**config.mk**
```make
export PLATFORM = sky130hd
export DESIGN_NAME = ex_divider_unit_flat
export DESIGN_NICKNAME = d
export VERILOG_FILES = /design/src/rtl/ex_divider_unit_pkg.sv /design/src/rtl/ex_divider_unit_if.sv /design/src/rtl/ex_divider_unit_div_step.sv /design/src/rtl/ex_divider_unit.sv /design/src/flat_wrapper.sv
export SDC_FILE = /design/constraint.sdc
export NUM_CORES = 1
export LEC_CHECK = 0
export CAP_MARGIN = 10
export CORE_MARGIN = 10
export CORE_UTILIZATION = 45
export CTS_CLUSTER_DIAMETER = 100
export DETAILED_ROUTE_END_ITERATION = 10
export PLACE_DENSITY = 0.69
export SKIP_LAST_GASP = 1
export SLEW_MARGIN = 20
export SYNTH_ARGS = -nofsm -noshare
export SYNTH_HDL_FRONTEND = slang
export SYNTH_SLANG_ARGS = --single-unit
```
**constraint.sdc**
```tcl
create_clock -name clk -period 7.5 [get_ports clk]
set_input_delay 0.75 -clock clk [delete_from_list [all_inputs] [get_ports clk]]
set_output_delay 0.75 -clock clk [all_outputs]
set_load 0.05 [all_outputs]
```
**src/rtl/ex_divider_unit_pkg.sv**
```systemverilog
// Shared types and constants for the EX-stage iterative RV32M divider.
package ex_divider_unit_pkg;

  localparam int DIV_XLEN           = 32;
  localparam int DIV_BITS_PER_CYCLE = 1;
  localparam int DIV_ITERS          = DIV_XLEN / DIV_BITS_PER_CYCLE;

  localparam logic [DIV_XLEN-1:0] DIV_OVERFLOW_DIVIDEND = 32'h8000_0000;

  typedef enum logic [1:0] {
    OP_DIV  = 2'd0,
    OP_DIVU = 2'd1,
    OP_REM  = 2'd2,
    OP_REMU = 2'd3
  } div_op_e;

  typedef enum logic [1:0] {
    IDLE,
    BUSY,
    DONE
  } div_state_e;

  function automatic logic op_is_signed(input div_op_e op);
    return (op == OP_DIV) || (op == OP_REM);
  endfunction

  function automatic logic op_is_rem(input div_op_e op);
    return (op == OP_REM) || (op == OP_REMU);
  endfunction

endpackage

```
**src/rtl/ex_divider_unit_if.sv**
```systemverilog
// EX-stage divider bundle: the pipeline side (master) drives the instruction and
// controller inputs, the divider (slave) returns the stall request and result.
interface ex_divider_unit_if #(
  parameter int XLEN = ex_divider_unit_pkg::DIV_XLEN
);
  import ex_divider_unit_pkg::*;

  logic            enable;
  div_op_e         op;
  logic [XLEN-1:0] srcA;
  logic [XLEN-1:0] srcB;
  logic            exStall;
  logic            flush;
  logic            stallReq;
  logic            done;
  logic [XLEN-1:0] result;

  modport master (
    output enable, op, srcA, srcB, exStall, flush,
    input  stallReq, done, result
  );

  modport slave (
    input  enable, op, srcA, srcB, exStall, flush,
    output stallReq, done, result
  );

endinterface

```
**src/rtl/ex_divider_unit_div_step.sv**
```systemverilog
// Combinational restoring-division slice: retires BITS_PER_CYCLE quotient bits
// from a 2*XLEN partial remainder whose low half still holds unconsumed dividend bits.
module ex_divider_unit_div_step #(
  parameter int XLEN           = 32,
  parameter int BITS_PER_CYCLE = 1
) (
  input  logic [2*XLEN-1:0] rem_i,
  input  logic [XLEN-1:0]   quo_i,
  input  logic [XLEN-1:0]   divisor_i,
  output logic [2*XLEN-1:0] rem_o,
  output logic [XLEN-1:0]   quo_o
);

  logic [2*XLEN-1:0] rem_v;
  logic [XLEN-1:0]   quo_v;
  logic [XLEN:0]     trial;

  // NOTE: blocking assignments here chain the steps within one evaluation;
  // each variable gets a value up front so no latch is inferred.
  always_comb begin
    rem_v = rem_i;
    quo_v = quo_i;
    trial = '0;
    for (int i = 0; i < BITS_PER_CYCLE; i++) begin
      // The bit shifted out of the top is kept as the trial's MSB.
      trial = {rem_v[2*XLEN-1], rem_v[2*XLEN-2:XLEN-1]} - {1'b0, divisor_i};
      rem_v = rem_v << 1;
      if (!trial[XLEN]) begin
        rem_v[2*XLEN-1:XLEN] = trial[XLEN-1:0];
      end
      quo_v = {quo_v[XLEN-2:0], ~trial[XLEN]};
    end
    rem_o = rem_v;
    quo_o = quo_v;
  end

endmodule

```
**src/rtl/ex_divider_unit.sv**
```systemverilog
// Iterative RV32M DIV/DIVU/REM/REMU unit in EX; raises stallReq to hold the
// upstream pipeline while it iterates and presents a registered result in DONE.
module ex_divider_unit
  import ex_divider_unit_pkg::*;
#(
  parameter int XLEN           = DIV_XLEN,
  parameter int BITS_PER_CYCLE = DIV_BITS_PER_CYCLE
) (
  input logic               clk,
  input logic               rst,
  ex_divider_unit_if.slave  bus
);

  localparam int                ITERS    = XLEN / BITS_PER_CYCLE;
  localparam int                CNT_W    = (ITERS > 1) ? $clog2(ITERS) : 1;
  localparam logic [CNT_W-1:0]  CNT_LAST = CNT_W'(ITERS - 1);
  localparam logic [XLEN-1:0]   MIN_INT  = {1'b1, {(XLEN-1){1'b0}}};

  div_state_e        state_q, state_d;
  logic [CNT_W-1:0]  cnt_q, cnt_d;
  logic [2*XLEN-1:0] rem_q, rem_d;
  logic [XLEN-1:0]   quo_q, quo_d;
  logic [XLEN-1:0]   dvsr_q, dvsr_d;
  logic [XLEN-1:0]   result_q, result_d;
  logic              neg_quo_q, neg_quo_d;
  logic              neg_rem_q, neg_rem_d;
  logic              is_rem_q, is_rem_d;

  logic [2*XLEN-1:0] rem_step;
  logic [XLEN-1:0]   quo_step;
  logic              is_signed, sign_a, sign_b;
  logic [XLEN-1:0]   abs_a, abs_b, quo_fix, rem_fix;

  ex_divider_unit_div_step #(
    .XLEN           (XLEN),
    .BITS_PER_CYCLE (BITS_PER_CYCLE)
  ) u_step (
    .rem_i     (rem_q),
    .quo_i     (quo_q),
    .divisor_i (dvsr_q),
    .rem_o     (rem_step),
    .quo_o     (quo_step)
  );

  assign is_signed = op_is_signed(bus.op);
  assign sign_a    = is_signed & bus.srcA[XLEN-1];
  assign sign_b    = is_signed & bus.srcB[XLEN-1];
  assign abs_a     = sign_a ? -bus.srcA : bus.srcA;
  assign abs_b     = sign_b ? -bus.srcB : bus.srcB;

  // Sign fix-up applies to the values the final step produces, so the result
  // register is written on the same edge that enters DONE.
  assign quo_fix = neg_quo_q ? -quo_step : quo_step;
  assign rem_fix = neg_rem_q ? -rem_step[2*XLEN-1:XLEN] : rem_step[2*XLEN-1:XLEN];

  assign bus.stallReq = rst & bus.enable & ~bus.flush & (state_q != DONE);
  assign bus.done     = (state_q == DONE) & ~bus.flush;
  assign bus.result   = result_q;

  always_comb begin
    state_d   = state_q;
    cnt_d     = cnt_q;
    rem_d     = rem_q;
    quo_d     = quo_q;
    dvsr_d    = dvsr_q;
    result_d  = result_q;
    neg_quo_d = neg_quo_q;
    neg_rem_d = neg_rem_q;
    is_rem_d  = is_rem_q;

    if (bus.flush) begin
      state_d = IDLE;
      cnt_d   = '0;
    end else begin
      unique case (state_q)
        IDLE: begin
          if (bus.enable) begin
            is_rem_d = op_is_rem(bus.op);
            if (bus.srcB == '0) begin
              result_d = op_is_rem(bus.op) ? bus.srcA : '1;
              state_d  = DONE;
            end else if (is_signed && (bus.srcA == MIN_INT) && (bus.srcB == '1)) begin
              result_d = op_is_rem(bus.op) ? '0 : MIN_INT;
              state_d  = DONE;
            end else begin
              rem_d     = {{XLEN{1'b0}}, abs_a};
              quo_d     = '0;
              dvsr_d    = abs_b;
              neg_quo_d = sign_a ^ sign_b;
              neg_rem_d = sign_a;
              cnt_d     = CNT_LAST;
              state_d   = BUSY;
            end
          end
        end
        BUSY: begin
          // Losing enable mid-divide means the instruction vanished: abandon it.
          if (!bus.enable) begin
            state_d = IDLE;
            cnt_d   = '0;
          end else begin
            rem_d = rem_step;
            quo_d = quo_step;
            if (cnt_q == '0) begin
              result_d = is_rem_q ? rem_fix : quo_fix;
              state_d  = DONE;
            end else begin
              cnt_d = cnt_q - CNT_W'(1);
            end
          end
        end
        DONE: begin
          if (!bus.exStall) begin
            state_d = IDLE;
          end
        end
        default: state_d = IDLE;
      endcase
    end
  end

  // NOTE: sequential state uses non-blocking assignments so every register
  // samples the pre-edge values regardless of statement order.
  always_ff @(posedge clk) begin
    if (!rst) begin
      state_q   <= IDLE;
      cnt_q     <= '0;
      rem_q     <= '0;
      quo_q     <= '0;
      dvsr_q    <= '0;
      result_q  <= '0;
      neg_quo_q <= 1'b0;
      neg_rem_q <= 1'b0;
      is_rem_q  <= 1'b0;
    end else begin
      state_q   <= state_d;
      cnt_q     <= cnt_d;
      rem_q     <= rem_d;
      quo_q     <= quo_d;
      dvsr_q    <= dvsr_d;
      result_q  <= result_d;
      neg_quo_q <= neg_quo_d;
      neg_rem_q <= neg_rem_d;
      is_rem_q  <= is_rem_d;
    end
  end

endmodule

```
**src/flat_wrapper.sv**
```systemverilog
// flat-port wrapper written by rule: the top's interface ports become plain ports
module ex_divider_unit_flat import ex_divider_unit_pkg::*;
#(
  parameter int XLEN           = DIV_XLEN,
  parameter int BITS_PER_CYCLE = DIV_BITS_PER_CYCLE
)
  (clk, rst, bus_enable, bus_op, bus_srcA, bus_srcB, bus_exStall, bus_flush, bus_stallReq, bus_done, bus_result);
  ex_divider_unit_if #(.XLEN(XLEN)) bus_i ();
  input logic clk;
  input logic rst;
  input wire logic [$bits(bus_i.enable)-1:0] bus_enable;
  input wire logic [$bits(bus_i.op)-1:0] bus_op;
  input wire logic [$bits(bus_i.srcA)-1:0] bus_srcA;
  input wire logic [$bits(bus_i.srcB)-1:0] bus_srcB;
  input wire logic [$bits(bus_i.exStall)-1:0] bus_exStall;
  input wire logic [$bits(bus_i.flush)-1:0] bus_flush;
  output wire logic [$bits(bus_i.stallReq)-1:0] bus_stallReq;
  output wire logic [$bits(bus_i.done)-1:0] bus_done;
  output wire logic [$bits(bus_i.result)-1:0] bus_result;
  assign bus_i.enable = bus_enable;
  assign bus_i.op = bus_op;
  assign bus_i.srcA = bus_srcA;
  assign bus_i.srcB = bus_srcB;
  assign bus_i.exStall = bus_exStall;
  assign bus_i.flush = bus_flush;
  assign bus_stallReq = bus_i.stallReq;
  assign bus_done = bus_i.done;
  assign bus_result = bus_i.result;
  ex_divider_unit #(.XLEN(XLEN), .BITS_PER_CYCLE(BITS_PER_CYCLE)) u_core (.clk(clk), .rst(rst), .bus(bus_i));
endmodule
```
* After elaboration in Yosys (flattened, before gate mapping) *
Index checks and enable logic that the tools add are counted.

storage, ports and cells
  output and inout bits = 34
  bits in registers = 169
  word-level logic and storage cells = 96

cells by class
  reduce and logical (&&, ||, !) cells = 16
  equality and inequality tests = 16
  $add $sub $neg = 6
  bitwise operators = 12
  multiplexer cells = 37

operator list
  operator                                                             number
  32-bit 2-to-1 mux                                                    13
  64-bit 2-to-1 mux                                                    4
  32-bit negator                                                       4
  64-bit one-hot mux with 2 select lines                               1
  31-bit 2-to-1 mux                                                    4
  32-bit equality test (second input constant)                         2
  32-bit one-hot mux with 2 select lines                               1
  31-bit one-hot mux with 2 select lines                               1
  33-bit by 32-bit subtractor with 33-bit output                       1
  32-bit zero test                                                     1
  5-bit 2-to-1 mux                                                     5
  2-bit 2-to-1 mux                                                     6
  2-bit != test (second input constant)                                6
  6-bit AND reduction                                                  2
  5-bit one-hot mux with 2 select lines                                1
  5-bit AND reduction                                                  2
  1-bit AND                                                            6
  2-bit equality test (second input constant)                          3
  2-bit one-hot mux with 3 select lines                                1
  3-bit AND reduction                                                  2
  5-bit zero test                                                      1
  1-bit NOT                                                            5
  5-bit by 1-bit subtractor with 5-bit output (second input constant)  1
  2-bit zero test                                                      2
  other kinds (10)                                                     12

* Depth between registers and ports, before layout *
Gate-level depths: netlist of run 1.

  word-level depth = 8
  depth in mapped cells = 24
  depth with buffers taken out = 21

* Modules after synthesis *
Synthesis of run 1 repeated with hierarchy kept, for this count alone.

second synthesis, totals
  cell total of the unflattened synthesis = 1700
  area total of the unflattened synthesis = 12781.0 um^2

by module, submodules not included
  module                    seq. area each (um^2)  instances  area each (um^2)  cells an instance
  ex_divider_unit           3403.3                 1          10047.1           1326
  ex_divider_unit_div_step  0.0                    1          2733.9            374

* Worst setup path before layout of run 1 *
OpenSTA, ideal clock, no wires.

  path kind = register to register
  start = reg u_core.rem_q[31]
  end = reg u_core.result_q[30] (netlist: u_core.bus.result[30])
  stages on the path, launching flop included = 23
  data required time = 7431 ps
  period minus slack after synthesis = 4331 ps
  data arrival time = 4262 ps
  path slack = 3169 ps
  setup time = 69 ps
  cell sequence = dfxtp_1 -> inv_1 -> ha_1 -> fa_1 -> nand2b_1 -> a21oi_1 -> o21a_1 -> a211o_1 -> and3_2 -> o21a_1 -> buf_4 -> nor2_4 -> inv_2 -> buf_2 -> buf_2 -> o21ai_0 -> inv_1 -> ha_1 -> o21ai_2 -> nor3_2 -> a21oi_1 -> or4_1 -> o21ai_1

between the ends
  cells in the longest elaborated chain, start to end = 8
  elaborated cells between the ends (all ways) = 11

ends and longest elaborated chain
  what                                            line                                                            source
  from (decl)                                     ex_divider_unit.sv:21                                           logic [2*XLEN-1:0] rem_q, rem_d;
  from (signal assigned)                          ex_divider_unit.sv:138                                          rem_q <= rem_d;
  33-bit by 32-bit subtractor with 33-bit output  ex_divider_unit_div_step.sv:26                                  trial = {rem_v[2*XLEN-1], rem_v[2*XLEN-2:XLEN-1]} - {1'b0, divisor_i};
  32-bit 2-to-1 mux or 1-bit NOT (tied branches)  ex_divider_unit_div_step.sv:28, ex_divider_unit_div_step.sv:31
  32-bit negator (on tied branches)               ex_divider_unit.sv:54, ex_divider_unit.sv:53
  32-bit 2-to-1 mux (on tied branches)            ex_divider_unit.sv:54, ex_divider_unit.sv:53
  32-bit 2-to-1 mux *                             ex_divider_unit.sv:105                                          result_d = is_rem_q ? rem_fix : quo_fix;
  32-bit 2-to-1 mux *                             ex_divider_unit.sv:104                                          if (cnt_q == '0) begin
  32-bit 2-to-1 mux *                             ex_divider_unit.sv:98                                           if (!bus.enable) begin
  32-bit one-hot mux with 2 select lines *        ex_divider_unit.sv:75                                           unique case (state_q)
  to (signal assigned)                            ex_divider_unit.sv:141                                          result_q <= result_d;
  to (decl)                                       ex_divider_unit.sv:24                                           logic [XLEN-1:0] result_q, result_d;

Every way passes the cells marked *; elsewhere a longest branch is shown, timed or not. The select of a mux whose other input is x is not followed.
A chain may end at the register's enable or synchronous reset.

* Worst setup path after layout of run 1 *
Same ends and word-level chain as after synthesis.

==> qor.yml, run 1 <==
status: "completed"
cts_tree: "done"
ir_drop_v: 0.000152
grt_setup_unrepaired: "no"
clkSlewWorstSetupHoldPaths_ns: 0.07
worst_slew_pin_slew_ns: 1.10
ys.warnings.count: 0
dieWidth_um: 186
syn-num-nets: 1789
p_per_area_mw_per_mm2: 166
r2r_slack_ns: 1.85
grt_pass1_vias: 11500
min_path_cells: 2
synthTopCellsByCount: "nor2_1 (266), dfxtp_1 (169), a21oi_1 (149), o21ai_0 (124), nand2_1 (110)"
pwr-share-seq_pct: 40.0
synth_area_leaders: "dfxtp_1 (27%), nor2_1 (8.0%), a21oi_1 (6.0%)"
num_antenna_cells: 0
finalSetupViolations: 0
cts_made_buffers: 17
cts-resized-gates: 0
synth_top_cell_by_area: "dfxtp_1"
r2r_cells: 20
fin_crit_ns: 5.65
ys_seq_area_share_pct: 27.1
worstSetupPathType: "reg -> reg"
hold_end: "u_core.rem_q[0]$_SDFFE_PN0P_"
start_kind: "flip-flop"
die_h_um: 186
first_pass_iters: 6
syn-cell-area_mm2: 0.0125
gpl.final_weighted_congestion: 0.927
io_buffers: 104
fillers: 2628
final_cells: 2090
synth_most_common_cell: "nor2_1"
slew_viol_final: 0
timing.rr.end: "u_core.bus.result[30]$_SDFFE_PN0P_"
initial_core_util_pct: 46.0
yosys_most_used_dff: "dfxtp_1"
async_flop_share_pct: 0
maxCapViolCount: 0
p_sw_share_pct: 31.8
via_count: 12500
crit_path_end_kind: "flip-flop"
std_cell_rows: 60
seq_area_mm2: 0.00338
postCtsSetupRepairBufs: 0
hold_buffers: 0
h-tree-depth: 4
drt_iter0_markers: 1303
ctsRootBufferMaster: "clkbuf_16"
synth.distinct_cells: 90
die_area_mm2: 0.0348
syn_inst: 1678
drive_gt1_share_pct: 6.00
min-delay-start: "u_core.rem_q[0]$_SDFFE_PN0P_"
track_usage_pct: 22.6
synth_top_area_share_pct: 27.1
synth_seq_cells: 169
nets: 1817
coreArea_mm2: 0.0271
hold_violations: 0
dpl.cell_count: 2059
cts.path.max_buffers: 2
grt_pass1_wl_mm: 64.8
leakagePower_nw: 5.24
cp_max_fo: 38
syn2layout_area_growth_pct: 13.8
hold-worst-slack_ns: 0.459
antenna_left: 0
wl_mm: 41.0
p_int_w: 0.00161
routedWlPerCell_um: 19.6
pin_count: 105
fmax_mhz: 177
hold_class: "reg -> reg"
period_share_pct: 75.3
synth_edf_count: 0
cp.arrival_ns: 6.01
multi_input_area_mm2: 0.00840
reg2reg_from: "u_core.rem_q[31]$_SDFFE_PN0P_"
setup_tns_ns: 0
clock_skew_ns: 0.0123
pwr-share-clk_pct: 38.6
avgSynthCellArea_um2: 7.43
antenna_found_initial: 0
cts_sinks: 169
hpwl_mm: 30.8
grt_max_degree: 87
cp.required_ns: 7.86
drcViolationCount: 0
slew_headroom_pct: 25.7
p_sw_w: 0.000750
overflow: 0
pwr-share-comb_pct: 21.4
viasPerCell: 6.00
clk_latency_ns: 0.44
## state kept, by name (all words and copies together), names as in the netlist
name               cells
u_core.bus.result     32
u_core.dvsr_q         32
u_core.neg_rem_q       1
u_core.rem_q          64
u_core.quo_q          31
u_core.is_rem_q        1
u_core.neg_quo_q       1
u_core.state_q         2
u_core.cnt_q           5
## stage by stage
| step | instance area (um2) | setup slack (ns) | utilization [%] | power (W) |
|---|---|---|---|---|
| after global placement | 13600 | 2.05 | 50.2 | 0.00146 |
| after global routing | 14200 | 1.47 | 52.4 | 0.00246 |
| after floorplan | 12500 | 3.17 | - | 0.00130 |
| after CTS | 14200 | 1.99 | 52.3 | 0.00237 |
| final | 14200 | 1.85 | 52.4 | 0.00236 |
| after detailed placement | 13600 | 2.02 | 50.2 | 0.00146 |
## power groups by stage
| stage | combinational, W | clock [W] | sequential, W |
|---|---|---|---|
| 2_1_floorplan | 0.000335 | 0 | 0.000966 |
| 3_3_place_gp | 0.000490 | 0 | 0.000965 |
| 3_5_place_dp | 0.000495 | 0 | 0.000965 |
| 4_1_cts | 0.000498 | 0.000924 | 0.000945 |
| 5_1_grt | 0.000555 | 0.000959 | 0.000948 |
| 6_report | 0.000504 | 0.000910 | 0.000945 |
## layout by cell type, fill, tap and decap left out, drive strengths merged, types with 13 or more instances in the layout
cell type and count:
dfxtp 169, a211oi 71, nand2b 16, o41ai 17, a31oi 21, xnor2 66
nand2 110, nor3 38, or4 13, mux2i 26, a21oi 152, a22oi 45
or3 16, xor2 64, nor2 269, buf 13, o211ai 14, ha 39
clkbuf 18, o31ai 28, nand4 20, nand3 27, nor4 18, clkdlybuf4s50 104
inv 64, a21o 16, o21ai 134
## final cells by class
class / count / share of cell area, %
multi-input combinational: 1344 / 59.2
sequential: 169 / 23.9
timing repair buffer: 117 / 8.02
tap: 372 / 3.28
clock buffer: 18 / 3.02
inverter: 57 / 1.53
clock inverter: 13 / 1.11
## critical path: stages (launching register included)
cell	delay, ns
dfxtp_1	0.41
inv_1	0.06
ha_1	0.20
fa_1	0.39
nand2b_1	0.17
a21oi_1	0.28
o21a_1	0.31
a211o_1	0.20
and3_2	0.24
o21a_1	0.46
nor2_4	0.06
buf_4	0.31
inv_2	0.49
o21ai_0	0.21
inv_1	0.12
ha_1	0.24
o21ai_2	0.20
nor3_2	0.45
a21oi_1	0.13
or4_1	0.52
o21ai_1	0.09
## per-layer routing
metal | vias up | global-route usage (%) | routed length [um]
li1 | 6155 | - | -
met1 | 5843 | 30.5 | 18400
met2 | 470 | 35.1 | 18600
met3 | 71 | 4.30 | 2700
met4 | 0 | 8.16 | 1300
met5 | - | 0 | 0
## worst max-delay path by stage
stage	start	end	slack, ns	cells past startpoint
4_1_cts	u_core.rem_q[31]$_SDFFE_PN0P_	u_core.bus.result[30]$_SDFFE_PN0P_	1.99	20
5_1_grt	u_core.rem_q[31]$_SDFFE_PN0P_	u_core.bus.result[30]$_SDFFE_PN0P_	1.47	20
2_1_floorplan	u_core.rem_q[31]$_SDFFE_PN0P_	u_core.bus.result[30]$_SDFFE_PN0P_	3.17	22
3_5_place_dp	u_core.rem_q[31]$_SDFFE_PN0P_	u_core.bus.result[26]$_SDFFE_PN0P_	2.02	20
3_3_place_gp	u_core.rem_q[31]$_SDFFE_PN0P_	u_core.bus.result[26]$_SDFFE_PN0P_	2.05	20
6_report	u_core.rem_q[31]$_SDFFE_PN0P_	u_core.bus.result[30]$_SDFFE_PN0P_	1.85	20
## cell families (layout without fill, tap and decap cells)
kind of cell	Yosys count	in the layout	synth area share (%)
AO/OA/AOI/OAI	560	560	29.1
XOR/XNOR	130	130	9.14
adder cells (fa/ha/maj)	40	40	4.08
buffers and inverters	165	205	5.63
flip-flops	169	169	27.1
multiplexers	38	38	3.20
AND/OR/NAND/NOR	576	576	21.7
No activity file was read; power rests on OpenSTA's default activity.
==> run 2: changes to the inputs <==
clock period = 5.8 ns   (was 7.5 ns; I/O delays follow)
==> run 2 against run 1 <==
  * Critical path depth is 1 lower
  * Critical endpoint unchanged
  * Sequential share of layout area shrank 0.080 points
  * Cell count is 0.19% higher
==> qor.yml, run 2 (same netlist as run 1, synthesis figures left out) <==
status: "completed"
hold_buffers: 0
slew_viol_final: 0
p_int_w: 0.00203
largest_reg_flops: 64
grt_setup_unrepaired: "no"
cts_tree: "done"
cp_max_fo: 10
period_share_pct: 81.5
antenna_found_initial: 0
worst_slew_pin_slew_ns: 1.08
layout_common_cells: "nor2_1 (265), dfxtp_1 (169), a21oi_1 (149), o21ai_0 (124), nand2_1 (110)"
initial_core_util_pct: 46.0
grt_max_degree: 99
die_area_mm2: 0.0348
p_per_area_mw_per_mm2: 213
coreArea_mm2: 0.0271
h-tree-depth: 4
hold_class: "reg -> reg"
largest_register: "u_core.rem_q"
first_pass_iters: 7
p_sw_w: 0.00100
cts_made_buffers: 17
p_sw_share_pct: 33.1
antenna_left: 0
ir_drop_v: 0.000200
slew_headroom_pct: 28.0
cp.arrival_ns: 5.09
pwr-share-seq_pct: 40.3
finalSetupViolations: 0
hold_violations: 0
cp.required_ns: 6.17
routedWlPerCell_um: 19.6
grt_pass1_wl_mm: 65.1
crit_path_end_kind: "flip-flop"
viasPerCell: 6.08
grt_pass1_vias: 11700
cp_slowest_stage_delay_ns: 0.52
wl_mm: 41.1
setup_tns_ns: 0
drt_iter0_markers: 1202
syn2layout_area_growth_pct: 14.2
pwr-share-clk_pct: 38.1
nets: 1820
path_buf_inv: 3
multi_input_area_mm2: 0.00840
fmax_mhz: 211
layout_commonest_cell: "nor2_1"
num_antenna_cells: 0
ctsRootBufferMaster: "clkbuf_16"
hpwl_mm: 31.4
clkSlewWorstSetupHoldPaths_ns: 0.08
path_cells: "inv_1 > ha_1 > fa_1 > nand2b_1 > a21oi_1 > o21a_1 > a211o_1 > and3_2 > o21a_1 > nor2_4 > inv_2 > o21ai_0 > inv_1 > ha_1 > o21ai_2 > nor3_2 > a21oi_1 > or4_1 > o21ai_1"
die_h_um: 186
crit_start: "u_core.rem_q[31]$_SDFFE_PN0P_"
worstSetupPathType: "reg -> reg"
overflow: 0
cts.path.max_buffers: 2
drcViolationCount: 0
clock_skew_ns: 0.0170
leakagePower_nw: 5.28
via_count: 12700
track_usage_pct: 22.7
dieWidth_um: 186
pwr-share-comb_pct: 21.5
cts-resized-gates: 0
io_buffers: 104
cts_sinks: 169
reg2reg_from: "u_core.rem_q[31]$_SDFFE_PN0P_"
maxCapViolCount: 0
min-delay-start: "u_core.quo_q[30]$_SDFFE_PN0P_"
gpl.final_weighted_congestion: 0.936
fillers: 2623
start_kind: "flip-flop"
postCtsSetupRepairBufs: 0
fin_crit_ns: 4.73
std_cell_rows: 60
clk_latency_ns: 0.44
seq_area_mm2: 0.00338
total_power_w: 0.00303
pin_count: 105
critPathTopFamily: "compound AO/OA/AOI/OAI gates"
slowest_stage: "or4_1"
drive_gt1_share_pct: 6.21
run 2: cell count changes in the layout (fill, tap and decap cells not counted), sizes merged:
cell      before  now
buf           13   16
bufinv         2    0
clkinvlp       3    0
clkinv         1    7
run 2: area by class of cell:
type / count / share of cell area (%)
sequential: 169 / 23.8
clock buffer: 18 / 3.09
inverter: 57 / 1.52
timing repair buffer: 120 / 8.25
clock inverter: 14 / 1.10
tap: 372 / 3.27
multi-input combinational: 1344 / 59.0
run 2: path summary, 6_finish.rpt:
kind,to,slack (ns),cells past startpoint
setup / recovery,u_core.bus.result[30]$_SDFFE_PN0P_,1.07,19
hold / removal,u_core.quo_q[30]$_SDFFE_PN0P_,0.47,2
setup reg to reg,u_core.bus.result[30]$_SDFFE_PN0P_,1.07,19
hold reg to reg,u_core.quo_q[30]$_SDFFE_PN0P_,0.47,2
run 2: per-stage QoR:
step | hold WS (ns) | instances | setup WS (ns) | instance area, um2 | utilization (%)
final | 0.472 | 2094 | 1.07 | 14200 | 52.5
after global routing | 0.484 | 2094 | 0.770 | 14200 | 52.5
after CTS | 0.469 | 2094 | 1.18 | 14200 | 52.5
after detailed placement | 0.457 | 2062 | 1.01 | 13600 | 50.3
after global placement | 0.442 | 2062 | 1.17 | 13600 | 50.3
after floorplan | 0.432 | 1678 | 1.47 | 12500 | -
run 2: per-layer routing:
layer | GRT usage (%) | up-vias | part of all wire, % | wire (um)
li1 | - | 6187 | - | -
met5 | 0 | - | 0 | 0
met2 | 36.6 | 435 | 46 | 19100
met3 | 4.47 | 48 | 6.7 | 2740
met1 | 29.9 | 6054 | 44 | 18200
met4 | 6.85 | 0 | 2.5 | 1040
run 2: worst min-delay path: cells and delay by family, from the launching register on:
family	cells	cell delay (ns)
simple gates	1	0.06
flops	1	0.32
compound gates	1	0.05
run 2: power groups by stage:
stage                     Clock, W  Sequential (W)  Combinational (W)
after floorplan                  0         0.00125           0.000433
after global placement           0         0.00125           0.000631
after detailed placement         0         0.00125           0.000639
after CTS                  0.00117         0.00122           0.000643
after global routing       0.00122         0.00123           0.000716
final                      0.00116         0.00122           0.000652
